==> config.mk <==
export PLATFORM = sky130hd
export DESIGN_NAME = iguana_usb_pinmux_ctrl
export DESIGN_NICKNAME = d
export VERILOG_FILES = /design/src/rtl/iguana_pkg.sv /design/src/rtl/iguana_usb_pinmux_port.sv /design/src/rtl/iguana_usb_pinmux_ctrl.sv
export SDC_FILE = /design/constraint.sdc
export NUM_CORES = 1
export LEC_CHECK = 0
export CAP_MARGIN = 25
export CELL_PAD_IN_SITES_DETAIL_PLACEMENT = 0
export CELL_PAD_IN_SITES_GLOBAL_PLACEMENT = 1
export CORE_MARGIN = 2
export CORE_UTILIZATION = 37
export CTS_CLUSTER_DIAMETER = 80
export DETAILED_ROUTE_END_ITERATION = 6
export GPL_ROUTABILITY_DRIVEN = 1
export PLACE_DENSITY = 0.93
export SLEW_MARGIN = 20
export SYNTH_ARGS = -nofsm -noshare
export SYNTH_HDL_FRONTEND = slang
export SYNTH_HIERARCHICAL = 1
export SYNTH_SLANG_ARGS = --single-unit
==> constraint.sdc <==
create_clock -name clk_i -period 2.51 [get_ports clk_i]
set_input_delay 0.3765 -clock clk_i [delete_from_list [all_inputs] [get_ports clk_i]]
set_output_delay 0.3765 -clock clk_i [all_outputs]
set_load 0.005 [all_outputs]
==> src/rtl/iguana_pkg.sv <==
// Shared definitions for the iguana USB pin-mux controller.
//   UsbNumPorts    - default number of USB ports (each owns pads {2p+1 = dp, 2p = dm})
//   UsbGuardCycles - default tri-state guard length between pad owners
//   UsbGuardCntW   - guard counter width (guard lengths 1..255)
//   usb_pm_state_e - per-port ownership state
package iguana_pkg;

    localparam int UsbNumPorts    = 4;
    localparam int UsbGuardCycles = 8;
    localparam int UsbGuardCntW   = 8;

    typedef enum logic [1:0] {
        USB_PM_GPIO = 2'd0,
        USB_PM_G2U  = 2'd1,
        USB_PM_USB  = 2'd2,
        USB_PM_U2G  = 2'd3
    } usb_pm_state_e;

    function automatic logic is_guard(usb_pm_state_e s);
        return (s == USB_PM_G2U) || (s == USB_PM_U2G);
    endfunction

endpackage

==> src/rtl/iguana_usb_pinmux_port.sv <==
// One USB port's pad ownership FSM, guard counter and pad mux.
// Ports:
//   clk_i, rst_i          clock, synchronous active-high reset
//   usb_en_req_i          request USB ownership of this port's pads
//   pad_i/pad_o/pad_en_o  pad pair {dp, dm}
//   gpio_o_i/gpio_en_i    GPIO core drive for the pad pair
//   usb_d{m,p}_o_i/_oe_i  USB core drive and enables
//   usb_d{m,p}_i_o        line values to USB core (idle J when not owned)
//   usb_active_o          port is owned by USB
//   switching_o           port is in a tri-state guard
//
// state | meaning
// GPIO  | pads driven by GPIO core
// G2U   | guard, all enables off, heading to USB
// USB   | pads driven by USB core
// U2G   | guard, all enables off, heading to GPIO
module iguana_usb_pinmux_port
    import iguana_pkg::*;
#(
    parameter int GuardCycles = UsbGuardCycles
) (
    input  logic       clk_i,
    input  logic       rst_i,
    input  logic       usb_en_req_i,
    input  logic [1:0] pad_i,
    output logic [1:0] pad_o,
    output logic [1:0] pad_en_o,
    input  logic [1:0] gpio_o_i,
    input  logic [1:0] gpio_en_i,
    input  logic       usb_dm_o_i,
    input  logic       usb_dp_o_i,
    input  logic       usb_dm_oe_i,
    input  logic       usb_dp_oe_i,
    output logic       usb_dm_i_o,
    output logic       usb_dp_i_o,
    output logic       usb_active_o,
    output logic       switching_o
);

    localparam logic [UsbGuardCntW-1:0] GuardLoad = UsbGuardCntW'(GuardCycles - 1);

    usb_pm_state_e             state_q, state_d;
    logic [UsbGuardCntW-1:0]   cnt_q, cnt_d;

    always_ff @(posedge clk_i) begin
        if (rst_i) begin
            state_q <= USB_PM_GPIO;
            cnt_q   <= '0;
        end else begin
            state_q <= state_d;
            cnt_q   <= cnt_d;
        end
    end

    always_comb begin
        state_d = state_q;
        cnt_d   = cnt_q;
        unique case (state_q)
            USB_PM_GPIO: begin
                if (usb_en_req_i) begin
                    state_d = USB_PM_G2U;
                    cnt_d   = GuardLoad;
                end
            end
            USB_PM_G2U: begin
                // An abort restarts a full guard rather than reusing the remainder.
                if (!usb_en_req_i) begin
                    state_d = USB_PM_U2G;
                    cnt_d   = GuardLoad;
                end else if (cnt_q == '0) begin
                    state_d = USB_PM_USB;
                end else begin
                    cnt_d = cnt_q - 1'b1;
                end
            end
            USB_PM_USB: begin
                if (!usb_en_req_i) begin
                    state_d = USB_PM_U2G;
                    cnt_d   = GuardLoad;
                end
            end
            USB_PM_U2G: begin
                // Request is ignored here; it is re-evaluated once back in GPIO.
                if (cnt_q == '0) begin
                    state_d = USB_PM_GPIO;
                end else begin
                    cnt_d = cnt_q - 1'b1;
                end
            end
            default: begin
                state_d = USB_PM_GPIO;
                cnt_d   = '0;
            end
        endcase
    end

    always_comb begin
        pad_o        = gpio_o_i;
        pad_en_o     = gpio_en_i;
        usb_dm_i_o   = 1'b0;
        usb_dp_i_o   = 1'b1;
        usb_active_o = 1'b0;
        switching_o  = is_guard(state_q);
        if (state_q == USB_PM_USB) begin
            pad_o        = {usb_dp_o_i, usb_dm_o_i};
            pad_en_o     = {usb_dp_oe_i, usb_dm_oe_i};
            usb_dm_i_o   = pad_i[0];
            usb_dp_i_o   = pad_i[1];
            usb_active_o = 1'b1;
        end else if (is_guard(state_q)) begin
            pad_o    = 2'b00;
            pad_en_o = 2'b00;
        end
    end

endmodule

==> src/rtl/iguana_usb_pinmux_ctrl.sv <==
// USB / GPIO pad ownership controller: one independent guard FSM per port.
// Ports:
//   clk_i, rst_i            clock, synchronous active-high reset
//   usb_en_req_i[NumPorts]  per-port USB ownership request
//   pad_i/pad_o/pad_en_o    pads, pair p = {2p+1 dp, 2p dm}
//   gpio_o_i/gpio_en_i      GPIO core drive; gpio_i_o is always the raw pad value
//   usb_d{m,p}_*            USB core drive/enables and received line values
//   usb_active_o            port owned by USB
//   switching_o             port in a guard
module iguana_usb_pinmux_ctrl
    import iguana_pkg::*;
#(
    parameter int NumPorts    = UsbNumPorts,
    parameter int GuardCycles = UsbGuardCycles
) (
    input  logic                  clk_i,
    input  logic                  rst_i,
    input  logic [NumPorts-1:0]   usb_en_req_i,
    input  logic [2*NumPorts-1:0] pad_i,
    output logic [2*NumPorts-1:0] pad_o,
    output logic [2*NumPorts-1:0] pad_en_o,
    input  logic [2*NumPorts-1:0] gpio_o_i,
    input  logic [2*NumPorts-1:0] gpio_en_i,
    output logic [2*NumPorts-1:0] gpio_i_o,
    input  logic [NumPorts-1:0]   usb_dm_o_i,
    input  logic [NumPorts-1:0]   usb_dp_o_i,
    input  logic [NumPorts-1:0]   usb_dm_oe_i,
    input  logic [NumPorts-1:0]   usb_dp_oe_i,
    output logic [NumPorts-1:0]   usb_dm_i_o,
    output logic [NumPorts-1:0]   usb_dp_i_o,
    output logic [NumPorts-1:0]   usb_active_o,
    output logic [NumPorts-1:0]   switching_o
);

    if (GuardCycles < 1 || GuardCycles > 255) begin : g_bad_guard
        $fatal(1, "iguana_usb_pinmux_ctrl: GuardCycles=%0d outside 1..255", GuardCycles);
    end

    assign gpio_i_o = pad_i;

    for (genvar p = 0; p < NumPorts; p++) begin : g_port
        iguana_usb_pinmux_port #(
            .GuardCycles(GuardCycles)
        ) u_port (
            .clk_i        (clk_i),
            .rst_i        (rst_i),
            .usb_en_req_i (usb_en_req_i[p]),
            .pad_i        (pad_i[2*p+1:2*p]),
            .pad_o        (pad_o[2*p+1:2*p]),
            .pad_en_o     (pad_en_o[2*p+1:2*p]),
            .gpio_o_i     (gpio_o_i[2*p+1:2*p]),
            .gpio_en_i    (gpio_en_i[2*p+1:2*p]),
            .usb_dm_o_i   (usb_dm_o_i[p]),
            .usb_dp_o_i   (usb_dp_o_i[p]),
            .usb_dm_oe_i  (usb_dm_oe_i[p]),
            .usb_dp_oe_i  (usb_dp_oe_i[p]),
            .usb_dm_i_o   (usb_dm_i_o[p]),
            .usb_dp_i_o   (usb_dp_i_o[p]),
            .usb_active_o (usb_active_o[p]),
            .switching_o  (switching_o[p])
        );
    end

endmodule

After elaboration in Yosys (flattened, before gate mapping)
Cells that the tools add are included.
{"block": "classes", "addsub": 4, "n_eq_ne": 28, "order_cmp": 0, "n_reduce_logical": 20, "n_mul": 0, "div": 0, "muxes": 72, "bitwise_logic": 0, "n_shift": 0}
{"operator": "8-bit 2-to-1 mux", "count": 16}
{"operator": "8-bit one-hot mux with 4 select lines", "count": 4}
{"operator": "2-bit 2-to-1 mux", "count": 36}
{"operator": "8-bit logical NOT", "count": 4}
{"operator": "2-bit one-hot mux with 4 select lines", "count": 4}
{"operator": "8-bit by 1-bit subtractor with 8-bit output, second input constant", "count": 4}
{"operator": "2-bit == test, second input constant", "count": 8}
{"operator": "2-bit != test, second input constant", "count": 8}
{"operator": "4-bit AND reduction", "count": 4}
{"operator": "1-bit 2-to-1 mux", "count": 12}
{"operator": "3-bit by 2-bit != test with 1-bit output, second input constant", "count": 4}
{"operator": "2-bit by 1-bit == test with 1-bit output, second input constant", "count": 4}
{"operator": "2-bit logical NOT", "count": 4}
{"operator": "2-bit by 1-bit != test with 1-bit output, second input constant", "count": 4}
{"operator": "2-bit AND reduction", "count": 4}
{"operator": "1-bit logical OR", "count": 4}
{"block": "word_totals", "inputBits": 46, "rom_bits": 0, "regBits": 40, "out_inout_bits": 40, "word_cells": 132, "n_memories": 0, "latch_bits": 0, "ram_bits": 0}

Longest topological paths before layout
Gate-level depths: netlist (run 1).
{"block": "logic_depth", "ltp_word": 4, "depth_mapped": 6, "ltp_nobuf": 6}

Cells and area by module
The synthesis (run 1) kept the hierarchy.
{"module": "iguana_usb_pinmux_port", "n_inst": 4, "seq_area_each_um2": 200.2, "area_per_inst_um2": 693.2, "cells_each": 84}
{"module": "iguana_usb_pinmux_ctrl", "n_inst": 1, "seq_area_each_um2": 0.0, "area_per_inst_um2": 60.1, "cells_each": 8}

Worst setup path before layout (run 1)
No wires, ideal clock.
{"block": "synth_timing", "path_kind": "reg-to-reg", "from": "register g_port[0].u_port.state_q[0]", "to": "register g_port[0].u_port.cnt_q[1]", "period_less_slack_ns": 1.638, "path_buffers": 0, "stages_incl_launch_ff": 7, "arrival_time_ns": 1.572, "t_required_ns": 2.444, "slack_ns": 0.872, "setup_time_ns": 0.066, "cell_sequence": "dfxtp_1 inv_1 ha_1 mux2_2 a21oi_2 mux2_4 a21oi_2"}
{"block": "synth_between", "elab_chain_len": 3, "elab_cells_between_ends": 8, "classes_between": "5 x eq/ne; 1 x mux; 2 x reduce/logical"}
{"element": "start: declaration", "line_no": "iguana_usb_pinmux_port.sv:42", "text": "usb_pm_state_e state_q, state_d;"}
{"element": "start signal: assignment", "line_no": "iguana_usb_pinmux_port.sv:50", "text": "state_q <= state_d;"}
{"element": "2-bit == test or 2-bit logical NOT (tied branches)", "line_no": "iguana_usb_pinmux_port.sv:58", "text": "unique case (state_q)"}
{"element": "2-bit != test (no line)"}
{"element": "2-bit AND reduction (no line)"}
{"element": "end signal: assignment", "line_no": "iguana_usb_pinmux_port.sv:51", "text": "cnt_q <= cnt_d;"}
{"element": "end: declaration", "line_no": "iguana_usb_pinmux_port.sv:43", "text": "logic [UsbGuardCntW-1:0] cnt_q, cnt_d;"}
Several ways; a longest one is shown, not always the timed one.
A chain may end at the register's enable or synchronous reset.

Worst setup path after layout (run 1)
{"block": "layout_timing", "from": "register g_port[1].u_port.state_q[1]", "to": "output port pad_o[3]"}
{"block": "layout_between", "elab_chain_len": 4, "elab_cells_between_ends": 6, "classes_between": "3 x eq/ne; 2 x mux; 1 x reduce/logical"}
{"element": "start: declaration", "line_no": "iguana_usb_pinmux_port.sv:42"}
{"element": "start signal: assignment", "line_no": "iguana_usb_pinmux_port.sv:50"}
{"element": "2-bit by 1-bit == test with 1-bit output or 2-bit == test (tied branches)", "line_no": "iguana_pkg.sv:20", "text": "return (s == USB_PM_G2U) || (s == USB_PM_U2G);"}
{"element": "1-bit logical OR", "line_no": "iguana_pkg.sv:20"}
{"element": "2-bit 2-to-1 mux", "line_no": "iguana_usb_pinmux_port.sv:110", "text": "end else if (is_guard(state_q)) begin"}
{"element": "2-bit 2-to-1 mux (*)", "line_no": "iguana_usb_pinmux_port.sv:104", "text": "if (state_q == USB_PM_USB) begin"}
{"element": "end: declaration", "line_no": "iguana_usb_pinmux_ctrl.sv:20", "text": "output logic [2*NumPorts-1:0] pad_o,"}
Mark *: on every way between the ends. The rest lies on a longest branch, timed or not.

==> results of run 1 <==
per-layer routing:
layer | share of wire [%] | global-route usage, %
met5 | 0 | 0
met4 | 1.2 | 5.051
met1 | 47 | 18.50
met2 | 48 | 25.86
met3 | 4.1 | 3.651
cell usage after synthesis:
cell type / instances / area, um2
sky130_fd_sc_hd__a311oi_1: 4 / 35.03
sky130_fd_sc_hd__nand2_1: 36 / 135.1
sky130_fd_sc_hd__nand2_2: 4 / 25.02
sky130_fd_sc_hd__nor4_4: 4 / 85.08
sky130_fd_sc_hd__nor4_1: 4 / 25.02
sky130_fd_sc_hd__a21oi_2: 8 / 70.07
sky130_fd_sc_hd__a211o_1: 4 / 35.03
sky130_fd_sc_hd__a21oi_1: 24 / 120.1
sky130_fd_sc_hd__o21ai_0: 24 / 120.1
sky130_fd_sc_hd__a31oi_1: 4 / 25.02
sky130_fd_sc_hd__clkbuf_1: 4 / 15.01
sky130_fd_sc_hd__nand3_1: 12 / 60.06
sky130_fd_sc_hd__nand4_1: 8 / 50.05
sky130_fd_sc_hd__and2_1: 4 / 25.02
sky130_fd_sc_hd__buf_4: 8 / 60.06
sky130_fd_sc_hd__mux2_4: 4 / 60.06
sky130_fd_sc_hd__nand2b_1: 4 / 25.02
sky130_fd_sc_hd__mux2_2: 4 / 45.04
sky130_fd_sc_hd__nor2_1: 40 / 150.1
sky130_fd_sc_hd__xnor2_1: 8 / 70.07
sky130_fd_sc_hd__inv_1: 20 / 75.07
sky130_fd_sc_hd__nor3b_1: 4 / 30.03
sky130_fd_sc_hd__and2b_2: 4 / 35.03
sky130_fd_sc_hd__ha_1: 28 / 350.3
sky130_fd_sc_hd__dfxtp_1: 40 / 800.8
sky130_fd_sc_hd__a21o_2: 12 / 105.1
sky130_fd_sc_hd__xor2_1: 12 / 105.1
sky130_fd_sc_hd__mux2i_2: 4 / 55.05
sky130_fd_sc_hd__nor3_1: 8 / 40.04
worst paths after layout:
check	start	end	slack (ns)	cells after the start
max	g_port[1].u_port/state_q[1]	pad_o[3]	0.19	6
min	g_port[1].u_port/cnt_q[7]	g_port[1].u_port/cnt_q[7]	0.53	2
min reg2reg	g_port[1].u_port/cnt_q[7]	g_port[1].u_port/cnt_q[7]	0.53	2
max reg2reg	g_port[1].u_port/state_q[0]	g_port[1].u_port/cnt_q[2]	0.49	5
critical path: stages, from the launching register on:
cell,delay (ns)
sky130_fd_sc_hd__dfxtp_1,0.39
sky130_fd_sc_hd__inv_1,0.11
sky130_fd_sc_hd__ha_1,0.24
sky130_fd_sc_hd__nor2_4,0.17
sky130_fd_sc_hd__nand2_1,0.07
sky130_fd_sc_hd__o21ai_0,0.15
sky130_fd_sc_hd__clkdlybuf4s50_1,0.53
logic make-up (layout without fill, tap and decap cells):
| logic type | Yosys count | in the layout | synth area share [%] |
|---|---|---|---|
| AND/OR/NAND/NOR | 132 | 132 | 24.20 |
| AO/OA/AOI/OAI | 80 | 80 | 18.02 |
| flip-flops | 40 | 40 | 28.27 |
| buffers and inverters | 32 | 115 | 5.300 |
| adder cells (fa/ha/maj) | 28 | 28 | 12.37 |
| XOR/XNOR | 20 | 20 | 6.184 |
| multiplexers | 12 | 12 | 5.654 |
cell type report:
cell class,count,area [um2],share of cell area [%]
multi-input cells,272,1912,49.43
repair buffers,87,865.8,22.39
flip-flops and latches,40,800.8,20.71
well taps,99,123.9,3.203
clock buffers,8,90.09,2.329
inverters,20,75.07,1.941
state kept, by name, indices dropped and copies added, names as in the netlist:
name                   cells
g_port.u_port/state_q      8
g_port.u_port/cnt_q       32
through the flow:
step	cells	utilization [%]	hold slack, ns	setup WS, ns	instance area [um2]
after floorplan	344	-	0.4389	0.8722	2833
after detailed placement	518	51.12	0.5176	0.2831	3747
final	526	52.76	0.5286	0.1938	3867
after CTS	526	52.48	0.5284	0.06460	3847
after global routing	526	52.76	0.5555	0.02595	3867
after global placement	518	51.12	0.4996	0.3123	3747
power by group through the flow:
stage	logic [W]	registers, W	clock network [W]
floorplan	0.00217	0.00110	0
global placement	0.00304	0.00115	0
detailed placement	0.00312	0.00116	0
CTS	0.00315	0.00114	0.000459
global route	0.00354	0.00118	0.000482
finish	0.00316	0.00115	0.000440
==> results.toml, run 1 <==
[cells_and_area]
antenna-diode-count = 0
num-fill-cells = 683
layout-drive-gt1-share_pct = 13.11
design.final.nets = 500
areaGrowthSynthToFinish_pct = 36.53
final_common_cell = "sky130_fd_sc_hd__clkdlybuf4s50_1"
layout_common_cells = "sky130_fd_sc_hd__clkdlybuf4s50_1, sky130_fd_sc_hd__dfxtp_1, sky130_fd_sc_hd__nand2_1, sky130_fd_sc_hd__nor2_1, sky130_fd_sc_hd__ha_1"

[pwr]
p_sw_share_pct = 43.74
power.share.combinational_pct = 66.6
int_pwr_w = 0.002671
pwr-share-seq_pct = 24.1
vdd_drop_max_uv = 434.8
power.density_nw_per_um2 = 1228
p_sw_w = 0.002077
leakagePower_nw = 1.528
share_clk_of_total_power_pct = 9.3
overall_power_consumption_w = 0.004748

[placement]
port_buffers = 85
hpwlAfterDp_um = 4924
place_congestion = 0.8087

[clocking]
clkTransAtPathRegs_ns = 0.07
cts.sink_count = 40
post_cts_resize_count = 4
cts.htree.levels = 2
cts-buffers-inserted = 5
cts_hold_buffers = 0
ctsLongestPathBuffers = 2
clkLatencyLatePin_ns = 0.29
number_of_buffers_added_for_setup_after_cts = 0
cts.root.buffer_cell = "sky130_fd_sc_hd__clkbuf_8"
cts_tree = "built"

[timing]
setup_viol_count_final = 0
slew_headroom_pct = 61.05
worst-slew-pin-transition_ns = 0.5729
finClkSkew_ns = 0.003463
period_minus_slack_ns = 2.316
period_utilization_pct = 92.28
rsz0062_at_grt = "false"
achievable-frequency_ghz = 0.4317
finalMaxSlewViolations = 0
timing_hold_violations_final = 0
setup_tns_final_ns = 0

[die]
initial_utilization_pct = 38.64
rows = 31
die-area_um2 = 8372
design.core.area_um2 = 7331
die_w_um = 91.50
die_h_um = 91.50
floorplan.io_pins = 86

[critical_path]
worstPathArrival_ns = 1.94
path_class = "flip-flop to output pin"
cp_max_fo = 7
setup.worst_path.start_class = "flip-flop"
timing.critical_path.required_ns = 2.13
worst_setup_path_end_kind = "output pin"

[worst_hold_path]
timing.hold.worst.class = "flip-flop to flip-flop"

[yosys]
yosys.cell_types.count = 29
postSynthNetCount = 418
syn_area_um2 = 2833
synth_sequential_area_ratio_pct = 28.27
postSynthAreaPerCell_um2 = 8.235
postSynthRegisterBits = 40
synth_warnings = 6
post_synthesis_cell_count = 344

[routing]
post-route-drc-count = 0
route.detailed.wl_per_inst_um = 12.13
drt-initial-drc-count = 47
postRouteAntennaNets = 0
route.detailed.vias_per_inst = 4.954
drt_pre_antenna_iters = 4
detailroute.via_count = 2606
wl_um = 6379

[global_route]
globalRoute.totalOverflow = 0
largest_net_degree_at_the_start_of_global_routing = 25
grt.total_usage_pct = 15.12
grt_pass1_wl_um = 10660
grt_antenna_before_repair = 0
number_of_global_route_vias_before_repair = 2486

[job]
cap_violations = 0

[status]
status = "finished clean"
Note: power is estimated with default switching activity, not from simulation.
==> run 2, diff against run 1 <==
Settings changed: CELL_PAD_IN_SITES_DETAIL_PLACEMENT 0 to 1, PLACE_DENSITY 0.93 to 0.92, SYNTH_HIERARCHICAL 1 to default.
==> results.toml, run 2 <==
[die]
rows = 32
die-area_um2 = 8662
die_w_um = 93.07
initial_utilization_pct = 38.18
design.core.area_um2 = 7687
die_h_um = 93.07
floorplan.io_pins = 86

[critical_path]
capture_instance_of_the_worst_register_to_register_path = "g_port[0].u_port.cnt_q[1]"
reg_to_reg_startpoint = "g_port[0].u_port.state_q[0]"
worst_path_largest_cell_delay_ns = 0.56
setup.worst_path.start_class = "flip-flop"
cp_max_fo = 6
timing.critical_path.required_ns = 2.13
path_cells = "inv_1 -> ha_1 -> nor2_4 -> nand2_1 -> o21ai_0 -> clkdlybuf4s50_1"
worst-r2r-setup-slack_ns = 0.51
worst_setup_path_end_kind = "output pin"
path_class = "flip-flop to output pin"
critical_path.slowest_cell = "sky130_fd_sc_hd__clkdlybuf4s50_1"
worstPathArrival_ns = 2.01
worst-r2r-cell-count = 6

[placement]
port_buffers = 85
place_ws_ns = 0.1659
hpwlAfterDp_um = 5928
place_congestion = 0.8218

[pwr]
vdd_drop_max_uv = 498.4
overall_power_consumption_w = 0.004795
power.density_nw_per_um2 = 1237
leakagePower_nw = 1.512

[routing]
post-route-drc-count = 0
wl_um = 7522
drt-initial-drc-count = 39
detailroute.via_count = 2718
postRouteAntennaNets = 0
route.detailed.vias_per_inst = 5.128
route.detailed.wl_per_inst_um = 14.19
drt_pre_antenna_iters = 4

[cells_and_area]
antenna-diode-count = 0
layout-drive-gt1-share_pct = 9.813
final_common_cell = "sky130_fd_sc_hd__clkdlybuf4s50_1"
largest_register_ff_count = 32
largest-register = "g_port.u_port.cnt_q"
layout_common_cells = "sky130_fd_sc_hd__clkdlybuf4s50_1, sky130_fd_sc_hd__nand2_1, sky130_fd_sc_hd__dfxtp_1"
reg.largest.list = "g_port.u_port.cnt_q (32), g_port.u_port.state_q (8)"
design.final.nets = 501
final_core_util_pct = 50.41
num-fill-cells = 934
areaGrowthSynthToFinish_pct = 32.01

[yosys]
synth_warnings = 0
synth-async-reset-ratio_pct = 0
synth.cells.most_frequent = "sky130_fd_sc_hd__nand2_1, sky130_fd_sc_hd__dfxtp_1, sky130_fd_sc_hd__nor2_1, sky130_fd_sc_hd__ha_1, sky130_fd_sc_hd__o21ai_0"
postSynthNetCount = 434
synthTopCellsByArea = "sky130_fd_sc_hd__dfxtp_1, sky130_fd_sc_hd__ha_1, sky130_fd_sc_hd__buf_4, sky130_fd_sc_hd__nand2_1, sky130_fd_sc_hd__o21ai_0"
ys_dominant_reg_cell = "sky130_fd_sc_hd__dfxtp_1"
post-synth-top-count-cell = "sky130_fd_sc_hd__nand2_1"
yosys.cell_types.count = 43
postSynthAreaPerCell_um2 = 8.154
synth_sequential_area_ratio_pct = 27.28
postSynthRegisterBits = 40
synth_top_cell_by_area = "sky130_fd_sc_hd__dfxtp_1"
syn_area_um2 = 2935
synth_enable_flop_cells = 0
yosys.area.top_type_share_pct = 27.28
post_synthesis_cell_count = 360

[global_route]
grt_antenna_before_repair = 0
number_of_global_route_vias_before_repair = 2849
grt_use_met1_pct = 20.60
grt.total_usage_pct = 17.72
grt_pass1_wl_um = 12820
met3_track_usage_gr_pct = 3.787
largest_net_degree_at_the_start_of_global_routing = 25
gr-max-usage-layer = "met2"
globalRoute.totalOverflow = 0
grt_util_met2_pct = 33.21

[clocking]
cts_tree = "built"
cts.htree.levels = 2
cts.sink_count = 40
number_of_buffers_added_for_setup_after_cts = 0
cts.root.buffer_cell = "sky130_fd_sc_hd__clkbuf_8"
cts-buffers-inserted = 5
ctsLongestPathBuffers = 2
clkTransAtPathRegs_ns = 0.08
clkLatencyLatePin_ns = 0.29
cts_hold_buffers = 0

[timing]
finalMaxSlewViolations = 0
timing_hold_violations_final = 0
achievable-frequency_ghz = 0.4191
setup_tns_final_ns = 0
setup_viol_count_final = 0
period_utilization_pct = 95.06
period_minus_slack_ns = 2.386
finalWorstSetupSlack_ns = 0.1239
slew_headroom_pct = 71.50
worst-slew-pin-transition_ns = 0.4265
finClkSkew_ns = 0.009129
rsz0062_at_grt = "false"

[job]
cap_violations = 0

[worst_hold_path]
instance_count_along_the_most_critical_hold_path = 1
timing.hold.worst.class = "flip-flop to flip-flop"
min_to = "g_port[3].u_port.cnt_q[7]"
min_from = "g_port[3].u_port.cnt_q[7]"

[status]
status = "finished clean"
==> run 2: changes by cell type in the layout (fill, tap and decap cells not counted), moves of 5 or more <==
cell	previous run	this run
sky130_fd_sc_hd__nand4_1	8	3
sky130_fd_sc_hd__nor3_1	8	13
sky130_fd_sc_hd__nand2_1	36	41
sky130_fd_sc_hd__a21oi_2	8	1
sky130_fd_sc_hd__a21o_2	12	0
sky130_fd_sc_hd__a21o_1	0	6
sky130_fd_sc_hd__nor2_1	36	25
sky130_fd_sc_hd__nand4b_1	0	5
==> run 2: cells by family after synthesis <==
group / after synthesis / synth area share [%]
AND/OR/NAND/NOR: 129 / 23.78
buffers and inverters: 55 / 10.10
XOR/XNOR: 20 / 5.968
AO/OA/AOI/OAI: 76 / 16.11
multiplexers: 12 / 4.817
adder cells (fa/ha/maj): 28 / 11.94
flip-flops: 40 / 27.28
==> run 2: worst max path at each step <==
stage | from | to | slack, ns | cells past startpoint
after detailed placement | g_port[2].u_port.state_q[1] | pad_en_o[5] | 0.17 | 6
after CTS | g_port[0].u_port.state_q[1] | pad_o[0] | 0.005 | 6
after global routing | g_port[1].u_port.state_q[1] | pad_o[2] | 0.002 | 6
after global placement | g_port[0].u_port.state_q[1] | pad_o[0] | 0.32 | 6
after floorplan | g_port[3].u_port.state_q[0] | g_port[3].u_port.cnt_q[1] | 0.79 | 6
final | g_port[2].u_port.state_q[1] | pad_en_o[5] | 0.12 | 6
==> run 2: layout make-up <==
| type | count | area, um2 | area share (%) |
|---|---|---|---|
| multi-input cells | 265 | 1871 | 48.27 |
| flip-flops and latches | 40 | 803.3 | 20.73 |
| repair buffers | 91 | 895.9 | 23.12 |
| clock buffers | 5 | 68.82 | 1.776 |
| inverters | 24 | 90.09 | 2.325 |
| clock inverters | 3 | 18.77 | 0.4843 |
| well taps | 102 | 127.6 | 3.293 |
==> run 2: where the power goes <==
| group | total (W) | internal (W) | switching [W] |
|---|---|---|---|
| logic | 0.00322 | 0.00159 | 0.00162 |
| clock network | 0.000427 | 0.000194 | 0.000233 |
| registers | 0.00115 | 0.000874 | 0.000278 |
| total | 0.00479 | 0.00266 | 0.00213 |
==> run 2: metrics by stage <==
stage                     instance area (um2)  instances  hold slack, ns
after floorplan                          2935        360          0.4593
after global placement                   3752        522          0.4902
after detailed placement                 3752        522          0.4938
after CTS                                3854        530          0.5071
after global routing                     3875        530          0.5276
final                                    3875        530          0.5116
==> run 2: repair_timing <==
action,CTS,global route
endpoints found under the setup margin,12,14
pin swaps,0,2
gates resized for setup,5,6
==> run 2: critical path: cells and delay by family, from the launching register on <==
family | cells | cell delay, ns
AO/OA/AOI/OAI | 1 | 0.16
buffers and inverters | 2 | 0.67
adder cells (fa/ha/maj) | 1 | 0.25
flip-flops | 1 | 0.39
AND/OR/NAND/NOR | 2 | 0.26
==> run 2: layer usage <==
| metal | share of wire, % | routed length (um) |
|---|---|---|
| met5 | 0 | 0 |
| met3 | 4.0 | 298 |
| met4 | 0.74 | 56 |
| met2 | 53 | 3990 |
| met1 | 42 | 3176 |
